**src/rtl/fifo_rd_drain_ctrl.sv**
```systemverilog
// Read-side drain sequencer for an async FIFO: pops one word at a time, presents it to a
// valid/ready consumer and inserts a programmable idle gap after each accepted word.
module fifo_rd_drain_ctrl #(
    parameter int unsigned DATA_WIDTH = 8,
    parameter int unsigned RD_LAT     = 0,
    parameter int unsigned GAP_WIDTH  = 8,
    parameter int unsigned CNT_WIDTH  = 16
) (
    input  logic                  i_clk,
    input  logic                  i_rst,
    input  logic                  i_en,
    input  logic                  i_r_empty,
    input  logic [DATA_WIDTH-1:0] i_rd_data,
    output logic                  o_r_inc,
    output logic [DATA_WIDTH-1:0] o_out_data,
    output logic                  o_out_valid,
    input  logic                  i_out_ready,
    input  logic [GAP_WIDTH-1:0]  i_gap_cfg,
    output logic                  o_busy,
    output logic [CNT_WIDTH-1:0]  o_word_cnt
);

    typedef enum logic [1:0] {StIdle, StFetch, StPresent, StGap} state_t;

    state_t                r_state;
    logic [GAP_WIDTH-1:0]  r_gap_cnt;
    logic [DATA_WIDTH-1:0] r_out_data;
    logic                  r_out_valid;
    logic                  r_busy;
    logic [CNT_WIDTH-1:0]  r_word_cnt;
    logic                  w_pop;

    // Reset gating keeps the pop strobe quiet while the FSM is held in reset.
    assign w_pop   = (r_state == StIdle) && i_en && !i_r_empty && !i_rst;
    assign o_r_inc = w_pop;

    assign o_out_data  = r_out_data;
    assign o_out_valid = r_out_valid;
    assign o_busy      = r_busy;
    assign o_word_cnt  = r_word_cnt;

    always_ff @(posedge i_clk or posedge i_rst) begin
        if (i_rst) begin
            r_state     <= StIdle;
            r_gap_cnt   <= '0;
            r_out_data  <= '0;
            r_out_valid <= 1'b0;
            r_busy      <= 1'b0;
            r_word_cnt  <= '0;
        end else begin
            unique case (r_state)
                StIdle: begin
                    if (w_pop) begin
                        r_busy <= 1'b1;
                        if (RD_LAT == 0) begin
                            r_out_data  <= i_rd_data;
                            r_out_valid <= 1'b1;
                            r_state     <= StPresent;
                        end else begin
                            r_state <= StFetch;
                        end
                    end
                end
                StFetch: begin
                    r_out_data  <= i_rd_data;
                    r_out_valid <= 1'b1;
                    r_state     <= StPresent;
                end
                StPresent: begin
                    if (i_out_ready) begin
                        r_out_valid <= 1'b0;
                        r_word_cnt  <= r_word_cnt + 1'b1;
                        if (i_gap_cfg == '0) begin
                            r_busy  <= 1'b0;
                            r_state <= StIdle;
                        end else begin
                            r_gap_cnt <= i_gap_cfg;
                            r_state   <= StGap;
                        end
                    end
                end
                StGap: begin
                    // Gap length was latched at the handshake; live GAP_CFG is ignored here.
                    r_gap_cnt <= r_gap_cnt - 1'b1;
                    if (r_gap_cnt == GAP_WIDTH'(1)) begin
                        r_busy  <= 1'b0;
                        r_state <= StIdle;
                    end
                end
                default: begin
                    r_state <= StIdle;
                end
            endcase
        end
    end

endmodule

```
**config.mk**
```make
export PLATFORM = sky130hd
export DESIGN_NAME = fifo_rd_drain_ctrl
export DESIGN_NICKNAME = d
export VERILOG_FILES = /design/src/rtl/fifo_rd_drain_ctrl.sv
export SDC_FILE = /design/constraint.sdc
export NUM_CORES = 1
export LEC_CHECK = 0
export BUFFER_PORTS_ARGS = -buffer_cell sky130_fd_sc_hd__buf_2
export CAP_MARGIN = 40
export CORE_MARGIN = 2
export CORE_UTILIZATION = 56
export DETAILED_ROUTE_END_ITERATION = 10
export GPL_TIMING_DRIVEN = 0
export PLACE_DENSITY = 0.84
export REMOVE_ABC_BUFFERS = 1
export SLEW_MARGIN = 25
export SYNTH_ARGS = -nofsm -noshare
export SYNTH_HDL_FRONTEND = slang
export SYNTH_SLANG_ARGS = --single-unit
```
**constraint.sdc**
```tcl
create_clock -name i_clk -period 6.4 [get_ports i_clk]
set_input_delay 0.32 -clock i_clk [delete_from_list [all_inputs] [get_ports i_clk]]
set_output_delay 0.32 -clock i_clk [all_outputs]
set_load 0.01 [all_outputs]
```
# Word level (Yosys, flattened, before mapping)
# Index checks and enable logic that the tools add are counted.
# W data, S select, Z words.
word_totals:
  output_inout_bits: 27
  word_cells: 51
  register_bits: 36
op_classes:
  mux: 17
  n_reduce_logical: 17
  n_eq_ne: 9
  n_addsub: 2
ops:
  columns: ["operator", "count"]
  rows:
  - ["$pmux W8 S2", 2]
  - ["$mux W8", 3]
  - ["$add A16 B1 Y16 const B", 1]
  - ["$ne A2 B2 Y1 const B", 5]
  - ["$reduce_and A3 Y1", 3]
  - ["$eq A8 B1 Y1 const B", 1]
  - ["$logic_not A8 Y1", 1]
  - ["$mux W2", 4]
  - ["$pmux W2 S4", 1]
  - ["$sub A8 B1 Y8 const B", 1]
  - ["$pmux W1 S3", 2]
  - ["$reduce_bool A3 Y1", 2]
  - ["$mux W1", 5]
  - ["$reduce_and A5 Y1", 1]
  - ["$eq A2 B2 Y1 const B", 2]
  - ["$reduce_and A2 Y1", 2]
  - ["$reduce_bool A2 Y1", 2]
  - ["$logic_and A1 B1 Y1", 3]
  - ["$eq A2 B1 Y1 const B", 1]
  - ["$logic_not A1 Y1", 2]
  - ["$logic_not A2 Y1", 1]

# Logic depth before layout (Yosys ltp)
logic_depth:
  word_depth: 6
  depth_mapped: 7
  mapped_depth_nobuf: 6

# Least setup slack after synthesis
# No wires, ideal clock.
synth_timing:
  kind: "register to register"
  from: "register r_gap_cnt[2]"
  to: "register r_state[1]"
  t_required_ns: 6.272
  n_path_buf: 0
  setup_ns: 0.128
  path_stages_with_launch: 5
  t_arrival_ns: 2.070
  path_slack_ns: 4.203
  path_cell_list: "dfrtp_1 or4_4 or4b_1 a221o_1 mux2_1"
synth_via:
  elab_chain_cells: 3
synth_rtl:
  columns: ["item", "line", "rtl"]
  rows:
  - ["start: declaration", "26", "logic [GAP_WIDTH-1:0] r_gap_cnt;"]
  - ["start signal: assignment", "77", "r_gap_cnt <= i_gap_cfg;"]
  - ["start signal: assignment", "84", "r_gap_cnt <= r_gap_cnt - 1'b1;"]
  - ["$eq A8 B1 Y1", "85", "if (r_gap_cnt == GAP_WIDTH'(1)) begin"]
  - ["$ne A2 B2 Y1 (no source line)", null, null]
  - ["$reduce_and A3 Y1 (no source line)", null, null]
  - ["end signal: assignment", "78", "r_state <= StGap;"]
  - ["end signal: assignment", "87", "r_state <= StIdle;"]
  - ["end signal: assignment", "91", "r_state <= StIdle;"]
  - ["end: declaration", "25", "state_t r_state;"]
# No other way between the ends.
# A chain may end at the register's enable or synchronous reset.

# Final worst setup path
# Same ends and word-level chain as after synthesis.

==> results.ini <==
[floorplanning]
die_y_um = 61.87
die_width_um = 61.87
start_util = 0.5710
core_um2 = 3284
ioPinCount = 48
num_rows = 21
die_area_um2 = 3828

[clocking]
clock_path_buffers = 2
numCtsBuffers = 5
cts_root_buf = clkbuf_4
htree_levels = 2
clk_latency_ns = 0.33
path_clk_slew_ns = 0.11
cts_tree = done
clock-sinks = 36

[timing]
worst_pin_slew_ns = 0.7536
maxSlewHeadroom = 0.4976
drv_slew = 0
post-route-period-util = 0.3600
worst_slack_ns = 4.096
report.final.hold_viol_count = 0
grt_setup_unrepaired = no
finalClockSkew_ns = 0.003977
timing.fmax_mhz = 434.1
min_period_ns = 2.304
setup_viol = 0
fin_setup_tns_ns = 0

[logic_synthesis]
async_flop_share = 1.000
synth_top_area_frac = 0.4803
netlist_instances = 177
synth_cell_types = 43
synthMuxAreaShare = 0.07071
synth_xor_area_frac = 0.07005
synthAdderAreaFrac = 0.05337
synth-compound-area-share = 0.1268
synth_top_area_cell = dfrtp_1
syn_area_um2 = 1876
synthSimpleGateAreaFrac = 0.1701
synth_commonest_cells = dfrtp_1 (36), nand2_1 (12), xnor2_1 (10)
synth_edf_count = 0
yosysWarnings = 0
seq_area_frac_synth = 0.4803
post-synth-top-count-cell = dfrtp_1
synth_top_family_by_area = simple AND/OR/NAND/NOR gates
synth-main-ff-cell = dfrtp_1
ys_seq_elements = 36
synth_area_leaders = dfrtp_1 (48%), mux2_2 (5.4%), ha_1 (5.3%), xnor2_1 (4.7%), nand2_1 (2.4%)
avgSynthCellArea_um2 = 10.60

[cells_and_area]
diodes = 0
area_growth_syn_to_layout_pct = 20.41
regArea_um2 = 900.9
fin_util = 0.6876
nFillCells = 265
multiInputGateArea_um2 = 920.9
layout.nets = 257
final_area_um2 = 2258
drive_gt1_frac = 0.3100

[grt]
grt_pass1_vias = 1273
antenna_found_initial = 0
grt_max_degree = 37
track_usage = 0.2010
grt_pass1_wl_um = 5651
gr-total-overflow = 0

[place]
place.gp.congestion = 0.8160
hpwl_um = 2676
numPortBuffers = 47
placed_area_um2 = 2148
place_ws_ns = 4.101

[power_and_ir_drop]
power.static_leakage_uw = 0.001093
ir_worst_vdd_v = 0.0002577
p_total_uw = 949.8
p_per_area_nw_per_um2 = 420.5

[routing]
drt_iter0_drc = 46
route.vias.total = 1516
drtPass1Iterations = 4
drt_wl_total_um = 3697
wl_per_cell_um = 13.44
drtAntennaViolNets = 0
via_per_inst = 5.513
drc = 0

[setup_path]
crit_buf_inv = 0
slowest_stage = or4_4
cp_max_fo = 6
cpPeakStageDelay_ns = 0.58
worstPathArrival_ns = 2.53
crit_type = reg2reg
cp-end-kind = flop
crit_chain = or4_4 > or4b_1 > a221o_1 > mux2_1
cp_top_family = simple AND/OR/NAND/NOR gates
start_kind = flop
worstPathRequired_ns = 6.63

[min_path]
hold_class = in2reg

[status]
status = finished clean

[flow_run]
drv_cap = 0

kinds of logic after synthesis:
family,Yosys count
flops,36
simple gates,58
buf+inv,14
fa+ha+maj,8
xor+xnor,15
compound gates,34
mux,12
cell usage in the layout (no fill, tap or decap), drive strengths merged, types with 4 or more instances in the layout:
| cell type | n |
|---|---|
| buf | 48 |
| dfrtp | 36 |
| nand2 | 12 |
| xnor2 | 10 |
| mux2 | 10 |
| inv | 9 |
| nand3 | 8 |
| nor2 | 8 |
| ha | 8 |
| o21ai | 7 |
| a21oi | 5 |
| nor3 | 5 |
| xor2 | 5 |
| clkbuf | 5 |
| and3 | 4 |
| o22a | 4 |
repair_timing:
action	CTS	global route
resized for setup	0	0
endpoints found under the hold margin	0	3
hold buffers	0	1
buffers inserted	0	0
layout make-up:
cell class / count / share of cell area
Multi-Input combinational cell: 127 / 0.4078
Sequential cell: 36 / 0.3989
Timing Repair Buffer: 49 / 0.1175
Tap cell: 46 / 0.02548
Clock inverter: 3 / 0.01884
Clock buffer: 5 / 0.01662
Inverter: 9 / 0.01496
per-stage QoR:
stage | hold slack, ns | cells
after CTS | 0.1214 | 273
after detailed placement | 0.4655 | 265
after global placement | 0.4561 | 265
after global routing | 0.1865 | 275
after floorplan | 0.4706 | 172
final | 0.2099 | 275
report_power, final:
group	total, uW	internal (uW)	leakage (uW)	switching, uW
Sequential	381	307	0.000446	74.1
Clock	157	81.4	0.0000412	75.9
Combinational	411	193	0.000605	218
Total	950	582	0.00109	368
state kept, by name, summed over array words and instances, names as in the netlist:
| register | count |
|---|---|
| o_word_cnt | 16 |
| o_out_data | 8 |
| r_gap_cnt | 8 |
| r_state | 2 |
| o_busy | 1 |
| o_out_valid | 1 |
path summary, 6_finish.rpt:
kind	to	slack, ns	start	cells past startpoint
worst max-delay path	r_state[1]	4.10	r_gap_cnt[2]	4
worst min-delay path	o_out_data[2]	0.21	i_rd_data[2]	2
worst max register to register	r_state[1]	4.10	r_gap_cnt[2]	4
worst min register to register	o_word_cnt[15]	0.47	o_word_cnt[15]	1
max in group asynchronous	o_out_valid	5.60	i_rst	4
min in group asynchronous	o_out_data[4]	0.43	i_rst	3
worst reg2reg max path, delay by kind of cell (launching register included):
kind            cells  cell delay [ns]
simple gates        2             1.07
flops               1             0.45
compound gates      1             0.36
mux                 1             0.32
layer usage:
layer | vias to the layer above | global-route usage | wire [um] | share of wire
met4 | 0 | 0.05167 | 27 | 0.0073
met1 | 724 | 0.2606 | 1636 | 0.44
met5 | - | 0 | 0 | 0
met3 | 6 | 0.04969 | 187 | 0.051
li1 | 742 | - | - | -
met2 | 44 | 0.3383 | 1844 | 0.50
(Power assumes the default switching activity.)
